File: src/rtl/plru_replacement_pkg.sv
// Shared types and helpers for the 4-way tree pseudo-LRU replacement unit.
// The tree bits are ordered {b2,b1,b0}. b0 picks the pair {0,1} or {2,3}.
// b1 picks the way inside pair {0,1}, and b2 picks the way inside pair {2,3}.
package plru_replacement_pkg;

  typedef logic [2:0] plru_bits;
  typedef logic [3:0] way_onehot;

  localparam plru_bits PLRU_RESET = 3'b000;

  // Keep only the lowest set bit. This resolves a multi-hot hit vector.
  function automatic way_onehot lowest_way(input way_onehot w);
    way_onehot r;
    r = '0;
    if (w[0])      r = 4'b0001;
    else if (w[1]) r = 4'b0010;
    else if (w[2]) r = 4'b0100;
    else if (w[3]) r = 4'b1000;
    return r;
  endfunction

  // Make the tree bits point away from the touched way.
  // An all-zero way vector leaves the bits unchanged.
  function automatic plru_bits touch(input plru_bits cur, input way_onehot w);
    plru_bits r;
    r = cur;
    if (w[0]) begin
      r[0] = 1'b1;
      r[1] = 1'b1;
    end else if (w[1]) begin
      r[0] = 1'b1;
      r[1] = 1'b0;
    end else if (w[2]) begin
      r[0] = 1'b0;
      r[2] = 1'b1;
    end else if (w[3]) begin
      r[0] = 1'b0;
      r[2] = 1'b0;
    end
    return r;
  endfunction

endpackage

File: src/rtl/plru_replacement_decode.sv
// Victim decode: lowest invalid way first, otherwise follow the tree bits.
// Latency: purely combinational.
// Backpressure: none (stateless).
module plru_decode
  import plru_replacement_pkg::*;
(
  input  logic [2:0] plru,
  input  logic [3:0] valid,
  output logic [3:0] victim
);

  way_onehot pick;

  // An invalid way always wins; otherwise b0 picks the pair and b1/b2 pick within it.
  always_comb begin
    pick = 4'b0001;
    if (!valid[0])      pick = 4'b0001;
    else if (!valid[1]) pick = 4'b0010;
    else if (!valid[2]) pick = 4'b0100;
    else if (!valid[3]) pick = 4'b1000;
    else if (!plru[0])  pick = plru[1] ? 4'b0010 : 4'b0001;
    else                pick = plru[2] ? 4'b1000 : 4'b0100;
  end

  assign victim = pick;

endmodule

File: src/rtl/plru_replacement.sv
// Tree PLRU per set: updates on hits and fills, and latches a victim on a miss until the fill completes.
// Latency: latched victim and miss_pending appear 1 cycle after the miss; PLRU updates are visible to decode next cycle.
// Backpressure: while miss_pending is set, further misses are ignored and the controller must stall and re-present them.
module plru_replacement
  import plru_replacement_pkg::*;
#(
  parameter int NUM_SETS    = 8,
  parameter int INDEX_WIDTH = 3
) (
  input  logic                   clk,
  input  logic                   rst_n,
  input  logic                   access,
  input  logic [INDEX_WIDTH-1:0] index,
  input  logic                   hit,
  input  logic [3:0]             hit_direction,
  input  logic [3:0]             valid,
  input  logic                   fill_done,
  output logic [3:0]             victim_way,
  output logic [INDEX_WIDTH-1:0] victim_index,
  output logic                   miss_pending
);

  plru_bits  plru_q [NUM_SETS];
  way_onehot decoded_victim;
  way_onehot hit_way;
  logic      hit_upd;
  logic      fill_upd;
  logic      miss_latch;

  plru_decode u_decode (
    .plru   (plru_q[index]),
    .valid  (valid),
    .victim (decoded_victim)
  );

  assign hit_way    = lowest_way(hit_direction);
  assign hit_upd    = access && hit && (hit_direction != 4'b0000);
  assign fill_upd   = fill_done && miss_pending;
  // A fill in the same cycle as a new miss still has miss_pending high, so the miss is refused.
  assign miss_latch = access && !hit && !miss_pending;

  // Per-set tree update; a fill to a set takes priority over a hit to the same set.
  always_ff @(posedge clk) begin
    if (!rst_n) begin
      for (int s = 0; s < NUM_SETS; s++) begin
        plru_q[s] <= PLRU_RESET;
      end
    end else begin
      for (int s = 0; s < NUM_SETS; s++) begin
        if (fill_upd && (victim_index == INDEX_WIDTH'(s))) begin
          plru_q[s] <= touch(plru_q[s], victim_way);
        end else if (hit_upd && (index == INDEX_WIDTH'(s))) begin
          plru_q[s] <= touch(plru_q[s], hit_way);
        end
      end
    end
  end

  // Latch the victim on an accepted miss and hold it; the fill only clears the pending flag.
  always_ff @(posedge clk) begin
    if (!rst_n) begin
      victim_way   <= 4'b0001;
      victim_index <= '0;
      miss_pending <= 1'b0;
    end else begin
      if (miss_latch) begin
        victim_way   <= decoded_victim;
        victim_index <= index;
        miss_pending <= 1'b1;
      end else if (fill_upd) begin
        miss_pending <= 1'b0;
      end
    end
  end

endmodule
File: config.mk
export PLATFORM = sky130hd
export DESIGN_NAME = plru_replacement
export DESIGN_NICKNAME = d
export VERILOG_FILES = /design/src/rtl/plru_replacement_pkg.sv /design/src/rtl/plru_replacement_decode.sv /design/src/rtl/plru_replacement.sv
export SDC_FILE = /design/constraint.sdc
export NUM_CORES = 1
export LEC_CHECK = 0
export ABC_CLOCK_PERIOD_IN_PS = 1600
export CAP_MARGIN = 30
export CORE_ASPECT_RATIO = 1.2
export CORE_MARGIN = 3
export CORE_UTILIZATION = 51
export CTS_CLUSTER_DIAMETER = 80
export DETAILED_ROUTE_END_ITERATION = 7
export MAX_ROUTING_LAYER = met4
export PLACE_DENSITY_LB_ADDON = 0.08
export SYNTH_ARGS = -nofsm -noshare
export SYNTH_HDL_FRONTEND = slang
export SYNTH_SLANG_ARGS = --single-unit
File: constraint.sdc
create_clock -name clk -period 1.6 [get_ports clk]
set_input_delay 0.32 -clock clk [delete_from_list [all_inputs] [get_ports clk]]
set_output_delay 0.32 -clock clk [all_outputs]
set_load 0.02 [all_outputs]
## Word-level counts from Yosys, hierarchy flattened

Memory sizes are Yosys's and may differ from the RTL's.
Index checks and enable logic that the tools add are counted.

- Word-level logic and storage cells: 563
- RAM bits: 24
- Output and inout bits: 8
- Flip-flop bits (word level): 8
- Input port bits: 16
- Memories kept: 1

- Bitwise operators: 48
- Multiplexer cells: 342
- Equality and inequality tests: 94
- Reductions and logical operators: 75

Memories:

| memory | words | width | read ports | clocked after Yosys merged registers in | wr ports | RTL line | text |
|---|---|---|---|---|---|---|---|
| plru_q | 8 | 3 | 1 | 0 | 8 | plru_replacement.sv:23 | `plru_bits plru_q [NUM_SETS];` |

Operators by type and width:

| kind | count |
|---|---|
| 2-to-1 mux 1 bit | 275 |
| 2-to-1 mux 2 bit | 57 |
| inequality test 7 bit, second input constant | 16 |
| inequality test 4 bit, second input constant | 24 |
| inequality test 6 bit, second input constant | 16 |
| inequality test 5 bit, second input constant | 16 |
| AND reduction 2 bit | 32 |
| AND reduction 4 bit | 16 |
| bitwise OR 1 bit | 48 |
| 2-to-1 mux 4 bit | 10 |
| equality test 3 bit, second input constant | 8 |
| inequality test 3 bit, second input constant | 8 |
| logical AND 1 bit | 21 |
| equality test 3 x 2 -> 1 bit, second input constant | 4 |
| equality test 3 x 1 -> 1 bit, second input constant | 2 |
| zero test 3 bit | 2 |
| nonzero test 4 bit | 1 |
| zero test 1 bit | 2 |
| nonzero test 2 bit | 1 |

## Longest topological paths before layout

- Depth in word-level cells: 12
- Depth in mapped cells: 7
- Mapped depth without buffers: 5

## Cells and area by module

A second synthesis with hierarchy kept.

- Cell total of the unflattened synthesis: 211
- Area total of the unflattened synthesis: 2090.8 um^2

Modules (own cells, without submodules):

| module | instances | seq. area each (um^2) | area each (um^2) | cells each |
|---|---|---|---|---|
| plru_replacement | 1 | 880.8 | 2021.9 | 200 |
| plru_decode | 1 | 0.0 | 68.8 | 11 |

## Least setup slack after synthesis

OpenSTA, ideal clock, no wires.

- Path kind: register to register
- From: register miss_pending
- To: memory plru_q[7][2] (netlist bit), enable pin
- Clock period less this slack: 1665 ps
- Arrival: 1404 ps
- Setup time: 261 ps
- Stages on the path, launching flop included: 6
- Required time: 1339 ps
- Buffers on the path: 0
- Slack: -65 ps
- Cells stage by stage: dfxtp_1 > nand2_1 > or3_1 > nand4_2 > o21ai_1 > o21bai_1

RTL lines:

| what | RTL line | text |
|---|---|---|
| start, declared | plru_replacement.sv:20 | `output logic miss_pending` |
| start signal, assigned | plru_replacement.sv:64 | `miss_pending <= 1'b0;` |
| start signal, assigned | plru_replacement.sv:69 | `miss_pending <= 1'b1;` |
| start signal, assigned | plru_replacement.sv:71 | `miss_pending <= 1'b0;` |
| end, declared | plru_replacement.sv:23 |  |

==> out/qor.csv <==
stage,metric,value,unit
timing,period_needed,1.57,ns
global_routing,grt_first_pass_wirelength,11400,µm
placement,gp_congestion,0.923,
drt,drtPass1Iterations,5,
drt,postRouteWirelength,7120,µm
timing,slew_violations,0,
timing,achievable-frequency,638,MHz
critical_path,critical_path.endpoint,plru_q[0][1],
timing,slew-limit-headroom,0.486,
power_and_ir_drop,clock_power_share,0.294,
drt,vias,2237,
floorplan,horizontal_die_dimension,65.0,µm
floorplan,core.rowCount,25,
yosys,synth_top_cell_by_area,edfxtp_1,
global_routing,overflow,0,
global_routing,grt_start_max_net_pins,24,
cts,clock_insertion_delay_worst_skew,0.28,ns
power_and_ir_drop,sequentialPowerShare,0.476,
cts,cts_tree,built,
flow_run,maxCapViolations,0,
drt,dr.first_iter.drc_count,238,
finish,multi_input_gate_area,1320,µm²
yosys,syn_nets,230,
floorplan,io_pins,24,
critical_path,worstReg2RegStart,miss_pending,
critical_path,worst_ep_arrival_time,1.60,ns
finish,stdcell_count,359,
cts,clock_path_buffers,2,
floorplan,die_h,76.8,µm
yosys,synth_area_leaders,"edfxtp_1, dfxtp_1, o211ai_1",
floorplan,initial_util,0.536,
cts,cts_hold_buf,0,
timing,fin_crit_sh,0.980,
finish,most_common_cell_after_layout_fill_and_taps_aside,buf_4,
placement,hpwlAfterDp,5170,µm
global_routing,antenna_found_initial,1,
floorplan,core_area,3970,µm²
drt,drt-vias-per-instance,6.23,
yosys,number_of_synthesized_flops_with_an_enable_pin,24,
power_and_ir_drop,power.internal,1.45,mW
critical_path,critical_path.startpoint_type,flop,
finish,most-common-layout-cells,"buf_4, edfxtp_1, nand2_1",
cts,clock_sinks,32,
finish,finished_core_util,0.793,
finish,number_of_filler_cells_placed_in_the_layout,268,
drt,drcViolationCount,0,
power_and_ir_drop,part_of_the_total_power_dissipated_in_combinational_logic,0.231,
critical_path,timing_worst_setup_path_type,reg2reg,
critical_path,critical_path.reg2reg.endpoint,plru_q[0][1],
yosys,yosys_warnings,0,
critical_path,cp-startpoint,miss_pending,
yosys,synth.ff_latch_count,32,
cts,clk_pin_slew,0.07,ns
yosys,postSynthCellCount,214,
critical_path,worst_r2r_path_depth,6,
yosys,synth_cell_types,56,
critical_path,critPathRequiredTime,1.63,ns
power_and_ir_drop,switching_share,0.278,
run_status,run_status,"finished, final reports clean",
worst_hold_path,min-delay-path-class,in2reg,
power_and_ir_drop,total_leakage_power,1.25,nW
drt,drtAntennaViolNets,0,
global_routing,first_global_vias,2336,
global_routing,globalRouteTotalUtil,0.307,
cts,htree_num_levels,2,
timing,actual_transition_at_the_worst_max_transition_pin,0.765,ns
finish,drive_gt1_frac,0.411,
power_and_ir_drop,worst_ir_drop_vdd,0.507,mV
cts,numCtsBuffers,5,
power_and_ir_drop,switching_power_of_the_nets,0.556,mW
placement,place.detailed.instances,339,
cts,clk_root_buffer_cell,clkbuf_8,
placement,place.port_buffers,23,
finish,seqCellArea,887,µm²
drt,drt-wirelength-per-cell,19.8,µm
yosys,synth_async_sr_flop_share,0,
timing,setup_repair_after_global_routing_missed_its_margin,true,
yosys,synthFlopType,edfxtp_1,
timing,finClkSkew,0.00777,ns
yosys,syn_area,2130,µm²
power_and_ir_drop,powerDensity,636,nW/µm²
critical_path,r2r_slack,0.03,ns
timing,finalSetupViolCount,0,
critical_path,crit_path_end_kind,flop,
yosys,synth.top_cell.area_share,0.339,
floorplan,die_area,4990,µm²
critical_path,crit_fanout,6,
finish,flow.area_growth_from_synthesis,48.0,%
yosys,synth.yosys.seq_area_share,0.414,
finish,finalNetCount,319,
timing,timing_hold_violations_final,0,
yosys,synth.avg_cell_area,9.95,µm²
-- kinds of logic after synthesis --
family                 Yosys count  share of synthesized area
flip-flops                      32                      0.414
AND/OR/NAND/NOR                 78                      0.227
multiplexers                     9                     0.0541
AO/OA/AOI/OAI                   75                      0.256
buffers and inverters           20                     0.0488
-- state kept, by name, indices dropped and copies added, names as in the netlist --
register	cells
miss_pending	1
plru_q	24
victim_way	4
victim_index	3
-- worst min path at each step --
stage	from	to	slack, ns	cells after the start
3_3_place_gp	victim_index[0]	victim_index[0]	0.50	2
6_report	rst_n	victim_index[2]	0.53	3
3_5_place_dp	victim_index[0]	victim_index[0]	0.53	2
2_1_floorplan	valid[2]	victim_way[3]	0.45	1
4_1_cts	victim_index[0]	victim_index[0]	0.53	2
5_1_grt	rst_n	victim_index[0]	0.56	3
-- cell usage after synthesis, drive strengths merged (7+ instances only) --
cell    number
nand3       13
inv          8
nand4        9
o22ai       10
mux2i        7
o21ai       14
nand2       23
buf          7
dfxtp        8
edfxtp      24
a21boi       9
o221ai      11
a21oi        7
o211ai      12
-- worst max-delay path, stage by stage, from the launching register on --
cell     delay, ns
dfxtp_2       0.33
nor2b_2       0.17
buf_4         0.13
nand2_1       0.19
nand3_1       0.19
o21ai_0       0.23
a21oi_1       0.08
-- routing by layer --
metal | vias to the layer above | GRT usage | routed length, µm
met1 | 1067 | 0.347 | 2630
met2 | 111 | 0.513 | 3690
met3 | 31 | 0.0644 | 485
met4 | 0 | 0.142 | 317
met5 | - | - | 0
li1 | 1028 | - | -
-- what timing repair did --
item	in CTS	in global routing
endpoints found under the setup margin	60	29
pin swaps	12	6
setup buffers	10	1
gates resized for setup	62	25
-- power groups by stage --
stage	logic [mW]	clock network [mW]	registers, mW
after floorplan	0.198	0	0.975
after global placement	0.405	0	0.965
after detailed placement	0.412	0	0.970
after CTS	0.437	0.596	0.953
after global routing	0.492	0.636	0.956
final	0.461	0.588	0.953
-- per-stage QoR --
step,power [mW],setup TNS [ns],setup WS (ns),hold slack [ns],cell area (µm²)
after floorplan,1.17,-0.00730,-0.00730,0.454,2140
after global placement,1.37,-27.40,-0.692,0.498,2820
after detailed placement,1.38,-28.95,-0.712,0.526,2820
after CTS,1.99,0,0.0124,0.533,3070
after global routing,2.08,-0.113,-0.0404,0.556,3150
final,2.00,0,0.0328,0.535,3150
-- area by class of cell --
type,count,share of cell area
Clock inverter,1,0.00119
Tap cell,54,0.0215
Antenna cell,1,0.000795
Inverter,8,0.00954
Sequential cell,32,0.282
Clock buffer,7,0.0242
Timing Repair Buffer,94,0.243
Multi-Input combinational cell,162,0.418
(Power assumes the default switching activity.)
